`config.mk`:
```
export PLATFORM = sky130hd
export DESIGN_NAME = uart_tx_ctrl
export DESIGN_NICKNAME = d
export VERILOG_FILES = /design/src/rtl/uart_tx_ctrl.sv
export SDC_FILE = /design/constraint.sdc
export NUM_CORES = 1
export LEC_CHECK = 0
export ABC_AREA = 1
export CAP_MARGIN = 10
export CORE_ASPECT_RATIO = 0.75
export CORE_UTILIZATION = 45
export DETAILED_ROUTE_END_ITERATION = 8
export GPL_TIMING_DRIVEN = 1
export PLACE_DENSITY = 0.8
export REMOVE_ABC_BUFFERS = 1
export SYNTH_ARGS = -nofsm -noshare
export SYNTH_HDL_FRONTEND = slang
export SYNTH_SLANG_ARGS = --single-unit
```
`constraint.sdc`:
```
create_clock -name clk -period 1.2 [get_ports clk]
set_input_delay 0.3 -clock clk [delete_from_list [all_inputs] [get_ports clk]]
set_output_delay 0.3 -clock clk [all_outputs]
set_load 0.05 [all_outputs]
```
`src/rtl/uart_tx_ctrl.sv`:
```
// uart_tx_ctrl: UART transmit sequencer driving an external PISO shift register.
// Frame = start bit, W_DATA data bits (LSB first), optional even-parity bit, stop bit.
// The optional parity bit is compiled in when the macro UART_TX_PARITY_EN is defined.
// Reset (rst) is synchronous and active-low.
module uart_tx_ctrl #(
    parameter int W_DATA       = 8,
    parameter int CLKS_PER_BIT = 434
) (
    input  logic clk,
    input  logic rst,
    input  logic tx_valid,
    output logic tx_ready,
    output logic piso_load,
    output logic piso_enb,
    input  logic piso_out,
    input  logic piso_parity,
    output logic tx,
    output logic busy,
    output logic tx_done
);

    localparam int CNT_W = (CLKS_PER_BIT > 1) ? $clog2(CLKS_PER_BIT) : 1;
    localparam int IDX_W = (W_DATA > 1) ? $clog2(W_DATA) : 1;

    localparam logic [CNT_W-1:0] CNT_LAST = CNT_W'(CLKS_PER_BIT - 1);
    localparam logic [IDX_W-1:0] IDX_LAST = IDX_W'(W_DATA - 1);

`ifdef UART_TX_PARITY_EN
    typedef enum logic [2:0] {
        IDLE   = 3'd0,
        START  = 3'd1,
        DATA   = 3'd2,
        PARITY = 3'd3,
        STOP   = 3'd4
    } state_t;
`else
    typedef enum logic [2:0] {
        IDLE   = 3'd0,
        START  = 3'd1,
        DATA   = 3'd2,
        STOP   = 3'd4
    } state_t;
`endif

    state_t           state_reg, state_next;
    logic [CNT_W-1:0] cnt_reg, cnt_next;
    logic [IDX_W-1:0] idx_reg, idx_next;
    logic             bit_tick;

`ifndef UART_TX_PARITY_EN
    // Parity input stays on the port for pin compatibility but is not used.
    logic unused_parity;
    assign unused_parity = piso_parity;
`endif

    assign bit_tick = (cnt_reg == CNT_LAST);
    assign tx_ready = (state_reg == IDLE);
    assign busy     = (state_reg != IDLE);

    // State, baud counter and bit index registers with synchronous active-low reset.
    always_ff @(posedge clk) begin
        if (!rst) begin
            state_reg <= IDLE;
            cnt_reg   <= '0;
            idx_reg   <= '0;
        end else begin
            state_reg <= state_next;
            cnt_reg   <= cnt_next;
            idx_reg   <= idx_next;
        end
    end

    // Next-state, counter and PISO/strobe outputs; everything is held off while reset is asserted.
    always_comb begin
        state_next = state_reg;
        cnt_next   = cnt_reg;
        idx_next   = idx_reg;
        piso_load  = 1'b0;
        piso_enb   = 1'b0;
        tx_done    = 1'b0;

        // Baud counter runs in every non-idle state and wraps on each tick;
        // every state change coincides with a tick, so it also restarts there.
        if (state_reg == IDLE) begin
            cnt_next = '0;
        end else if (bit_tick) begin
            cnt_next = '0;
        end else begin
            cnt_next = cnt_reg + 1'b1;
        end

        case (state_reg)
            IDLE: begin
                if (tx_valid) begin
                    piso_load  = 1'b1;
                    piso_enb   = 1'b1;
                    state_next = START;
                end
            end
            START: begin
                if (bit_tick) begin
                    state_next = DATA;
                    idx_next   = '0;
                end
            end
            DATA: begin
                if (bit_tick) begin
                    // One shift per data bit; W_DATA shifts rotate the PISO back to the loaded byte.
                    piso_enb = 1'b1;
                    idx_next = idx_reg + 1'b1;
                    if (idx_reg == IDX_LAST) begin
`ifdef UART_TX_PARITY_EN
                        state_next = PARITY;
`else
                        state_next = STOP;
`endif
                    end
                end
            end
`ifdef UART_TX_PARITY_EN
            PARITY: begin
                if (bit_tick) begin
                    state_next = STOP;
                end
            end
`endif
            STOP: begin
                if (bit_tick) begin
                    tx_done    = 1'b1;
                    state_next = IDLE;
                end
            end
            default: begin
                state_next = IDLE;
                cnt_next   = '0;
                idx_next   = '0;
            end
        endcase

        // A handshake or shift coinciding with reset is discarded, and an aborted frame never reports done.
        if (!rst) begin
            piso_load = 1'b0;
            piso_enb  = 1'b0;
            tx_done   = 1'b0;
        end
    end

    // Serial line decoded from the registered state.
    always_comb begin
        tx = 1'b1;
        case (state_reg)
            IDLE:    tx = 1'b1;
            START:   tx = 1'b0;
            DATA:    tx = piso_out;
`ifdef UART_TX_PARITY_EN
            PARITY:  tx = piso_parity;
`endif
            STOP:    tx = 1'b1;
            default: tx = 1'b1;
        endcase
    end

endmodule
```
==> metrics.md <==
| Metric | Value |
|---|---|
| Run status | `finished, violations left` |
| Violated checks | `setup timing` |
| Critical path type | `reg2out` |
| Layout cells sized above 1 | `58.93%` |
| Floorplan die width | `52.58 um` |
| Number of maximum-capacitance violations | `0` |
| Synthesized instance count | `115` |
| Largest net degree at the start of global routing | `11` |
| FMAX | `561.8 MHz` |
| Crit path launch type | `flop` |
| Post-detailed-route count of antenna-violating nets | `0` |
| Setup_tns | `-6967 ps` |
| Flops & latches, synth | `15` |
| Worst endpoint required time | `900 ps` |
| # H-tree levels | `1` |
| Detailed-route DRC error count | `0` |
| Highest-count cells in the layout ignoring fill and taps | `sky130_fd_sc_hd__buf_4, sky130_fd_sc_hd__nand2_1, sky130_fd_sc_hd__inv_2, sky130_fd_sc_hd__dfxtp_1` |
| Final count of hold timing violations | `0` |
| Vias per cell | `5.858` |
| Area after detailed placement | `0.001281 mm^2` |
| Clock period minus worst slack | `1780 ps` |
| Number of pins exceeding their max-slew limit in the final report | `0` |
| CTS tree | `yes` |
| Count of routing violations after the opening detailed-route iteration | `37` |
| Clock latency on the worst-skew pair | `320 ps` |
| Maximum VDD drop | `1.671 mV` |
| RD Place Congestion | `0.7956` |
| Routed len/inst | `18.35 um` |
| Floorplan die height | `39.93 um` |
| Aggregate routed wire length | `3486 um` |
| Number of clock sinks | `15` |
| Worst hold-check path type | `reg2reg` |
| Worst-case clock buffer depth | `2` |
| Port bufs | `9` |
| # diodes | `0` |
| Tightest slew margin relative to the limit | `75.90%` |
| Die Footprint | `0.002099 mm^2` |
| Hold Slack | `477.3 ps` |
| Mean area per synthesized cell | `7.507 um^2` |
| Netlist Area Pre-Place | `863.3 um^2` |
| Clk pin slew, worst setup/hold paths | `110 ps` |
| First-pass detailed-route iteration total | `4` |
| Total number of vias | `1113` |
| First-pass GRT wire length | `4340 um` |
| Slew of the pin with the lowest slew margin | `358.7 ps` |
| Final setup viols | `21` |
| Total Nets Final | `178` |
| Maximum fanout encountered on the critical timing path | `2` |
| Proportion of synthesized chip area in sequential cells | `34.78%` |
| Growth of design area from synthesis to finish | `82.75%` |
| All-Layer GR Usage | `30.20%` |
| Final period util | `148.3%` |
| Overflow after GRT | `0` |
| Vias in the first global route | `983` |
| Dpl hpwl | `1839 um` |
| # rows | `13` |
| Final std cells w/o fill | `190` |
| Arrival time worst endpoint | `1480 ps` |
| Number of buffers created by CTS | `3` |
| Effective utilization at floorplan | `48.69%` |
| RSZ-0062 raised after global routing | `true` |
| Clock Tree Root | `sky130_fd_sc_hd__clkbuf_4` |
| Placed Cells incl. Taps | `178` |
| Number of antenna violations at the first check in global routing | `0` |
| Finished Cell Area | `0.001578 mm^2` |
| Setup Skew | `11.43 ps` |
| Number of top-level pins | `11` |
| Core utilization of the finished layout | `88.99%` |
| Commonest non-fill, non-tap cell in the layout | `sky130_fd_sc_hd__buf_4` |
| Slack of the critical path | `-580.0 ps` |
| P_leak | `0.6687 nW` |
| Flip-flop count of the largest register after layout | `9` |
| Distinct cell type count after synthesis | `25` |
| Type of element capturing the critical path | `output pin` |
| Number of synthesis warnings | `0` |
| P per Cell Area | `1701 mW/mm^2` |
| Core region area | `0.001773 mm^2` |
[path summary, 6_finish.rpt]
check	start	endpoint	slack (ps)	cells past startpoint
setup / recovery	state_reg[2]	tx_done	-580	5
hold / removal	idx_reg[2]	idx_reg[2]	480	2
setup reg to reg	cnt_reg[1]	idx_reg[0]	-330	12
hold reg to reg	idx_reg[2]	idx_reg[2]	480	2
[power by group]
group	internal, mW	leakage (nW)	switching, mW	total [mW]
clock network	0.128	0.0139	0.201	0.329
logic	0.792	0.530	0.953	1.74
registers	0.555	0.125	0.0559	0.611
[area by class of cell]
| cell class | instances | area [um^2] |
|---|---|---|
| clock inverters | 1 | 7.507 |
| fillers | 75 | 195.2 |
| clock buffers | 3 | 22.52 |
| flip-flops and latches | 15 | 310.3 |
| multi-input cells | 84 | 673.1 |
| repair buffers | 48 | 473.0 |
| inverters | 17 | 63.81 |
| well taps | 22 | 27.53 |
[synth_stat cells]
master	instances	area [um^2]
sky130_fd_sc_hd__nor3_1	3	15.01
sky130_fd_sc_hd__ha_1	4	50.05
sky130_fd_sc_hd__a211oi_1	1	7.510
sky130_fd_sc_hd__nand2_4	2	22.52
sky130_fd_sc_hd__o21ai_0	1	5.000
sky130_fd_sc_hd__nand3_2	1	10.01
sky130_fd_sc_hd__nor2_4	2	22.52
sky130_fd_sc_hd__dfxtp_1	15	300.3
sky130_fd_sc_hd__nand3_1	10	50.05
sky130_fd_sc_hd__nand4_1	6	37.54
sky130_fd_sc_hd__inv_2	5	18.77
sky130_fd_sc_hd__nor3b_2	1	12.51
sky130_fd_sc_hd__nor2_1	11	41.29
sky130_fd_sc_hd__nor4_1	1	6.260
sky130_fd_sc_hd__inv_1	12	45.04
sky130_fd_sc_hd__nor3b_1	1	7.510
sky130_fd_sc_hd__nor2_2	2	12.51
sky130_fd_sc_hd__xor2_1	3	26.28
sky130_fd_sc_hd__xnor2_1	1	8.760
sky130_fd_sc_hd__nand2_1	20	75.07
sky130_fd_sc_hd__and3_1	1	6.260
sky130_fd_sc_hd__nand4_4	1	21.27
sky130_fd_sc_hd__nand3b_1	1	7.510
sky130_fd_sc_hd__nand2_2	3	18.77
sky130_fd_sc_hd__a21oi_1	7	35.03
[through the flow]
| step | worst slack, ps | power, mW |
|---|---|---|
| 2_1_floorplan | -1243 | 1.269 |
| 3_3_place_gp | -561.8 | 1.877 |
| 3_5_place_dp | -574.3 | 1.914 |
| 4_1_cts | -535.2 | 2.390 |
| 5_1_grt | -639.0 | 2.797 |
| 6_report | -580.0 | 2.684 |
[kinds of logic after synthesis]
kind of cell               Yosys count  share of synthesized area, %
DFF                                 15                         34.78
and+or+nand+nor                     66                         42.46
buffers and inverters               17                         7.391
adders and majority gates            4                         5.797
AOI/OAI and AO/OA                    9                         5.507
xor gates and xnor gates             4                         4.059
[what timing repair did]
item | CTS | global route
endpoints found under the setup margin | 20 | 21
pin swaps | 7 | 9
gates cloned | 1 | 0
setup buffers | 2 | 7
gates resized for setup | 25 | 26
hold buffers | 0 | 0
[per-layer routing]
layer,up-vias,part of all wire [%],GRT usage [%]
met5,-,0,0
met4,0,4.4,15.13
met3,30,7.2,7.955
met2,67,51,57.59
met1,525,37,31.53
li1,491,-,-
[worst max-delay path, cell delays in order, from the launching register on]
cell                      delay, ps
sky130_fd_sc_hd__dfxtp_2        370
sky130_fd_sc_hd__buf_4          140
sky130_fd_sc_hd__nand3_4         80
sky130_fd_sc_hd__nor4_2         280
sky130_fd_sc_hd__buf_4          170
sky130_fd_sc_hd__buf_12         120
No activity file was read; power rests on OpenSTA's default activity.
